<file path="config.mk">
export PLATFORM = sky130hd
export DESIGN_NAME = align_shifter_pipe
export DESIGN_NICKNAME = d
export VERILOG_FILES = /design/src/rtl/align_shifter_pipe.sv
export SDC_FILE = /design/constraint.sdc
export NUM_CORES = 1
export LEC_CHECK = 0
export CAP_MARGIN = 20
export CELL_PAD_IN_SITES_DETAIL_PLACEMENT = 0
export CELL_PAD_IN_SITES_GLOBAL_PLACEMENT = 2
export CORE_UTILIZATION = 35
export DETAILED_ROUTE_END_ITERATION = 6
export GPL_ROUTABILITY_DRIVEN = 0
export PLACE_DENSITY = 0.95
export SLEW_MARGIN = 20
export SYNTH_ARGS = -nofsm -noshare
export SYNTH_HDL_FRONTEND = slang
export SYNTH_SLANG_ARGS = --single-unit
</file>
<file path="constraint.sdc">
create_clock -name clk -period 3.3 [get_ports clk]
set_clock_uncertainty 0.05 [all_clocks]
set_input_delay 0.33 -clock clk [delete_from_list [all_inputs] [get_ports clk]]
set_output_delay 0.33 -clock clk [all_outputs]
set_load 0.05 [all_outputs]
</file>
<file path="src/rtl/align_shifter_pipe.sv">
// rtl/align_shifter_pipe.sv - pipelined left/right barrel shifter with sticky and valid/ready flow
// One 2:1 mux level per shift-amount bit; PIPE_MASK[k] puts a register after level k.
module align_shifter_pipe #(
  parameter int                SW        = 26,
  parameter int                LEVELS    = 5,
  parameter logic [LEVELS-1:0] PIPE_MASK = 5'b10101
) (
  input  logic              clk,
  input  logic              rst,
  input  logic              in_valid_i,
  output logic              in_ready_o,
  input  logic [SW-1:0]     data_i,
  input  logic [LEVELS-1:0] shamt_i,
  input  logic              dir_i,
  input  logic              arith_i,
  output logic              out_valid_o,
  input  logic              out_ready_i,
  output logic [SW-1:0]     data_o,
  output logic              sticky_o
);

  // Beat state at each level boundary: index k feeds level k, index LEVELS is the output.
  logic [SW-1:0]     b_data   [0:LEVELS];
  logic              b_sticky [0:LEVELS];
  logic [LEVELS-1:0] b_shamt  [0:LEVELS];
  logic              b_dir    [0:LEVELS];
  logic              b_fill   [0:LEVELS];
  logic              b_valid  [0:LEVELS];
  logic              b_ready  [0:LEVELS];

  assign b_data[0]   = data_i;
  assign b_sticky[0] = 1'b0;
  assign b_shamt[0]  = shamt_i;
  assign b_dir[0]    = dir_i;
  assign b_fill[0]   = arith_i & data_i[SW-1] & ~dir_i;
  assign b_valid[0]  = in_valid_i;
  assign in_ready_o  = b_ready[0];

  assign b_ready[LEVELS] = out_ready_i;
  assign out_valid_o     = b_valid[LEVELS];
  assign data_o          = b_data[LEVELS];
  assign sticky_o        = b_sticky[LEVELS];

  for (genvar k = 0; k < LEVELS; k++) begin : g_lvl
    localparam int            STEP     = 1 << k;
    localparam logic [SW-1:0] LOW_MASK = ~({SW{1'b1}} << STEP);

    logic [SW-1:0] c_data;
    logic          c_sticky;

    // Right shifts drop the low STEP bits into sticky; left shifts lose MSBs silently.
    always_comb begin
      c_data   = b_data[k];
      c_sticky = b_sticky[k];
      if (b_shamt[k][k]) begin
        if (b_dir[k]) begin
          c_data = b_data[k] << STEP;
        end else begin
          c_data   = (b_data[k] >> STEP) | ({SW{b_fill[k]}} & ~({SW{1'b1}} >> STEP));
          c_sticky = b_sticky[k] | (|(b_data[k] & LOW_MASK));
        end
      end
    end

    if (PIPE_MASK[k]) begin : g_reg
      logic [SW-1:0]     r_data;
      logic              r_sticky;
      logic [LEVELS-1:0] r_shamt;
      logic              r_dir;
      logic              r_fill;
      logic              r_valid;
      logic              load;

      // Empty or draining this cycle: drain and refill in the same cycle keeps full rate.
      assign load = ~r_valid | b_ready[k+1];

      always_ff @(posedge clk) begin
        if (!rst) begin
          r_data   <= '0;
          r_sticky <= 1'b0;
          r_shamt  <= '0;
          r_dir    <= 1'b0;
          r_fill   <= 1'b0;
          r_valid  <= 1'b0;
        end else if (load) begin
          r_valid <= b_valid[k];
          if (b_valid[k]) begin
            r_data   <= c_data;
            r_sticky <= c_sticky;
            r_shamt  <= b_shamt[k];
            r_dir    <= b_dir[k];
            r_fill   <= b_fill[k];
          end
        end
      end

      assign b_ready[k]    = load;
      assign b_data[k+1]   = r_data;
      assign b_sticky[k+1] = r_sticky;
      assign b_shamt[k+1]  = r_shamt;
      assign b_dir[k+1]    = r_dir;
      assign b_fill[k+1]   = r_fill;
      assign b_valid[k+1]  = r_valid;
    end else begin : g_wire
      assign b_ready[k]    = b_ready[k+1];
      assign b_data[k+1]   = c_data;
      assign b_sticky[k+1] = c_sticky;
      assign b_shamt[k+1]  = b_shamt[k];
      assign b_dir[k+1]    = b_dir[k];
      assign b_fill[k+1]   = b_fill[k];
      assign b_valid[k+1]  = b_valid[k];
    end
  end

  logic unused_tail;
  assign unused_tail = ^{b_shamt[LEVELS], b_dir[LEVELS], b_fill[LEVELS]};

endmodule

</file>
==> impl_results.md <==
* Status: completed
* Gr usage total at 18.7%
* Arr. time, crit path at 1940 ps
* Multi-input logic area at 3390 µm²
* Die H at 128 µm
* Inserted Diodes at 0
* CORE AREA at 15400 µm²
* Worst endpoint required time at 2920 ps
* VDD IR-drop max at 0.000250 V
* Slew margin rel. at 46.4%
* #FFs+latches synth at 94
* Vias at 5257
* Syn Inst Count at 717
* Vias in the first global route at 4775
* Post_cts resized at 0
* Cell Chain, Critical Path: clkdlybuf4s50_1 -> and3b_1 -> nand2_1 -> clkdlybuf4s50_1
* Top FF cell, synth: dfxtp_1
* Number of port buffers at 65
* IO Count at 66
* Row cnt at 45
* Sequential share of the synthesized area at 33.7%
* Synth Area per Inst at 7.80 µm²
* CTS buffer count at 9
* Mapped cell area at 5590 µm²
* Final Max Slew Viols at 0
* Synthesis Warnings at 0
* Number of flops mapped to enable cells by yosys at 0
* Largest net degree at the start of global routing at 54
* Setup repair after global routing missed its margin: false
* Hold WS at 406 ps
* Slew @ Worst Pin at 802 ps
* Avg Vias per Cell at 5.49
* DR DRC count at 0
* GRT busiest layer: met2
* Post-synthesis mux area share at 14.3%
* Setup TNS at 0 ps
* Total die area at 16500 µm²
* Iteration-0 DRC Markers at 411
* Fillcell total at 1503
* Routed WL per cell at 16.0 µm
* Max Buffers Root-to-Sink at 2
* Die width at 128 µm
* Global route overflow at 0
* Final #Nets at 779
* DPL Wire Length at 11.1 mm
* WS Path Type: in -> out
* Complex-gate fraction of the synthesized area at 28.9%
* Final ANT Viol Nets at 0
* Largest family of logic cells by synthesized area: compound AO/OA/AOI/OAI gates
* Distinct cells, synth at 49
* Setup bufs post-CTS at 0
* Grt met2 use at 30.6%
* Final Cycle Share at 70.3%
* Most frequent CP cell: clkdlybuf4s50_1
* Sink Count at 94
* Max-cap viol count at 0
* Layout cell share with drive strength beyond 1 at 7.64%
* Post-Synth Adder-Cell Area at 0%
* Initial antenna violation count at 0
* CP max stage cell: clkdlybuf4s50_1
* Register Area at 1880 µm²
* Fmax at 431 MHz
* Root buffer cell: clkbuf_16
* Leak Pwr at 0.00242 µW
* CP peak stage delay at 810 ps
* Worst setup EP type: primary output
* Syn nets at 754
* H-tree levels at 3
* Xor/xnor share of the synthesized area at 0%
* Cell Pwr Density at 431 nW/µm²
* Post-synthesis simple-gate area fraction at 17.3%
* Critical Path Fanout Max at 4
* Met1 GRT Util at 25.0%
* Clk pin slew, worst setup/hold paths at 60 ps
* Fin crit period at 2320 ps
* First-pass GRT wire length at 24.6 mm
* CTS tree: done
* Core Util, Final at 43.1%
* Min-Delay Path Class: reg -> reg
* Post-synth ARST share at 0%
* Final Hold Viols at 0
* CTS Hold Bufs at 0
* Met3 usage at 2.20%
* Initial Util at 36.4%
* Drt total wl at 15.3 mm
* Final setup viols at 0
* Area grow syn2layout at 18.6%
* TritonRoute pass-1 iters at 5
* Crit path launch type: input port
* Clk Latency, worst-skew pair at 350 ps
power breakdown:
group / leakage [µW] / switching (µW) / internal, µW
Combinational: 0.00151 / 322 / 232
Clock: 0.000142 / 430 / 590
Sequential: 0.000771 / 82.5 / 1200
path summary, 6_finish.rpt:
kind,start,end,slack [ps],depth (start not counted)
worst max-delay path,out_ready_i,in_ready_o,980,4
worst min-delay path,g_lvl[0].g_reg.r_shamt[4],g_lvl[0].g_reg.r_shamt[4],410,2
worst max register to register,g_lvl[0].g_reg.r_shamt[1],g_lvl[2].g_reg.r_data[5],1040,5
worst min register to register,g_lvl[0].g_reg.r_shamt[4],g_lvl[0].g_reg.r_shamt[4],410,2
layout make-up:
| class | instances | share of cell area (%) |
|---|---|---|
| Timing Repair Buffer | 83 | 11.8 |
| Clock buffer | 15 | 4.34 |
| Tap cell | 211 | 3.98 |
| Sequential cell | 94 | 28.4 |
| Inverter | 6 | 0.340 |
| Multi-Input combinational cell | 548 | 51.1 |
registers in the layout (all words and copies together), names as in the netlist:
| signal | flops |
|---|---|
| g_lvl.g_reg.r_sticky | 2 |
| g_lvl.g_reg.r_data | 52 |
| g_lvl.g_reg.r_valid | 2 |
| sticky_o | 1 |
| g_lvl.g_reg.r_dir | 2 |
| g_lvl.g_reg.r_fill | 2 |
| out_valid_o | 1 |
| g_lvl.g_reg.r_shamt | 6 |
| data_o | 26 |
metal layers:
metal,routed length [µm],vias up
met5,0,-
met4,336,0
met3,650,25
met2,6870,163
met1,7420,2409
li1,-,2660
cells in the final DEF, fill, tap and decap left out, drive strengths merged, types with 3 or more instances in the layout:
| master | Yosys | final |
|---|---|---|
| and2 | 4 | 4 |
| a211oi | 25 | 25 |
| a21oi | 94 | 94 |
| a311oi | 3 | 3 |
| o221ai | 6 | 6 |
| a21o | 5 | 5 |
| o32ai | 13 | 13 |
| nor3 | 5 | 5 |
| inv | 5 | 5 |
| clkdlybuf4s50 | 0 | 65 |
| buf | 30 | 18 |
| a31oi | 7 | 7 |
| o211a | 8 | 8 |
| nor2 | 88 | 88 |
| o221a | 6 | 6 |
| o211ai | 32 | 32 |
| dfxtp | 94 | 94 |
| nor2b | 7 | 7 |
| mux2i | 62 | 62 |
| o22ai | 3 | 3 |
| o21ai | 25 | 25 |
| a2bb2oi | 8 | 8 |
| nand2b | 12 | 12 |
| mux2 | 12 | 12 |
| nand2 | 101 | 101 |
| clkbuf | 39 | 15 |
cell families (layout without fill, tap and decap cells):
family	Yosys count	count (layout)
compound gates	244	244
buf+inv	75	104
flops	94	94
mux	76	76
simple gates	228	228
synthesized netlist by cell type, drive strengths merged (2+ instances only):
cell type	instances	area, µm²
o21a	2	15.0
o221a	6	67.6
a311oi	3	26.3
nor3	5	30.0
nor2b	7	46.3
a22oi	2	15.0
nor2	88	330
a21oi	94	470
and2	4	25.0
buf	30	155
o21ai	25	125
clkbuf	39	146
o221ai	6	52.6
mux2	12	135
a211oi	25	188
o22ai	3	18.8
inv	5	18.8
a21o	5	37.5
nand2	101	379
mux4	2	45.0
o211ai	32	240
mux2i	62	621
and3	2	12.5
a2bb2oi	8	70.1
o211a	8	80.1
o32ai	13	114
a31oi	7	43.8
dfxtp	94	1880
nand4b	2	17.5
nand2b	12	75.1
stage by stage:
stage          worst slack [ps]  cell area, µm²  total power, µW  instances
3_3_place_gp                933            6340             1850        942
3_5_place_dp                819            6340             1860        942
4_1_cts                     973            6630             2860        957
5_1_grt                     878            6630             2970        957
2_1_floorplan              1150            5590             1670        717
6_report                    980            6630             2860        957
worst max-delay path, delay by kind of cell:
kind / cells / cell delay, ps
buffers and inverters: 2 / 1280
and+or+nand+nor: 2 / 330
No activity file was read; power rests on OpenSTA's default activity.
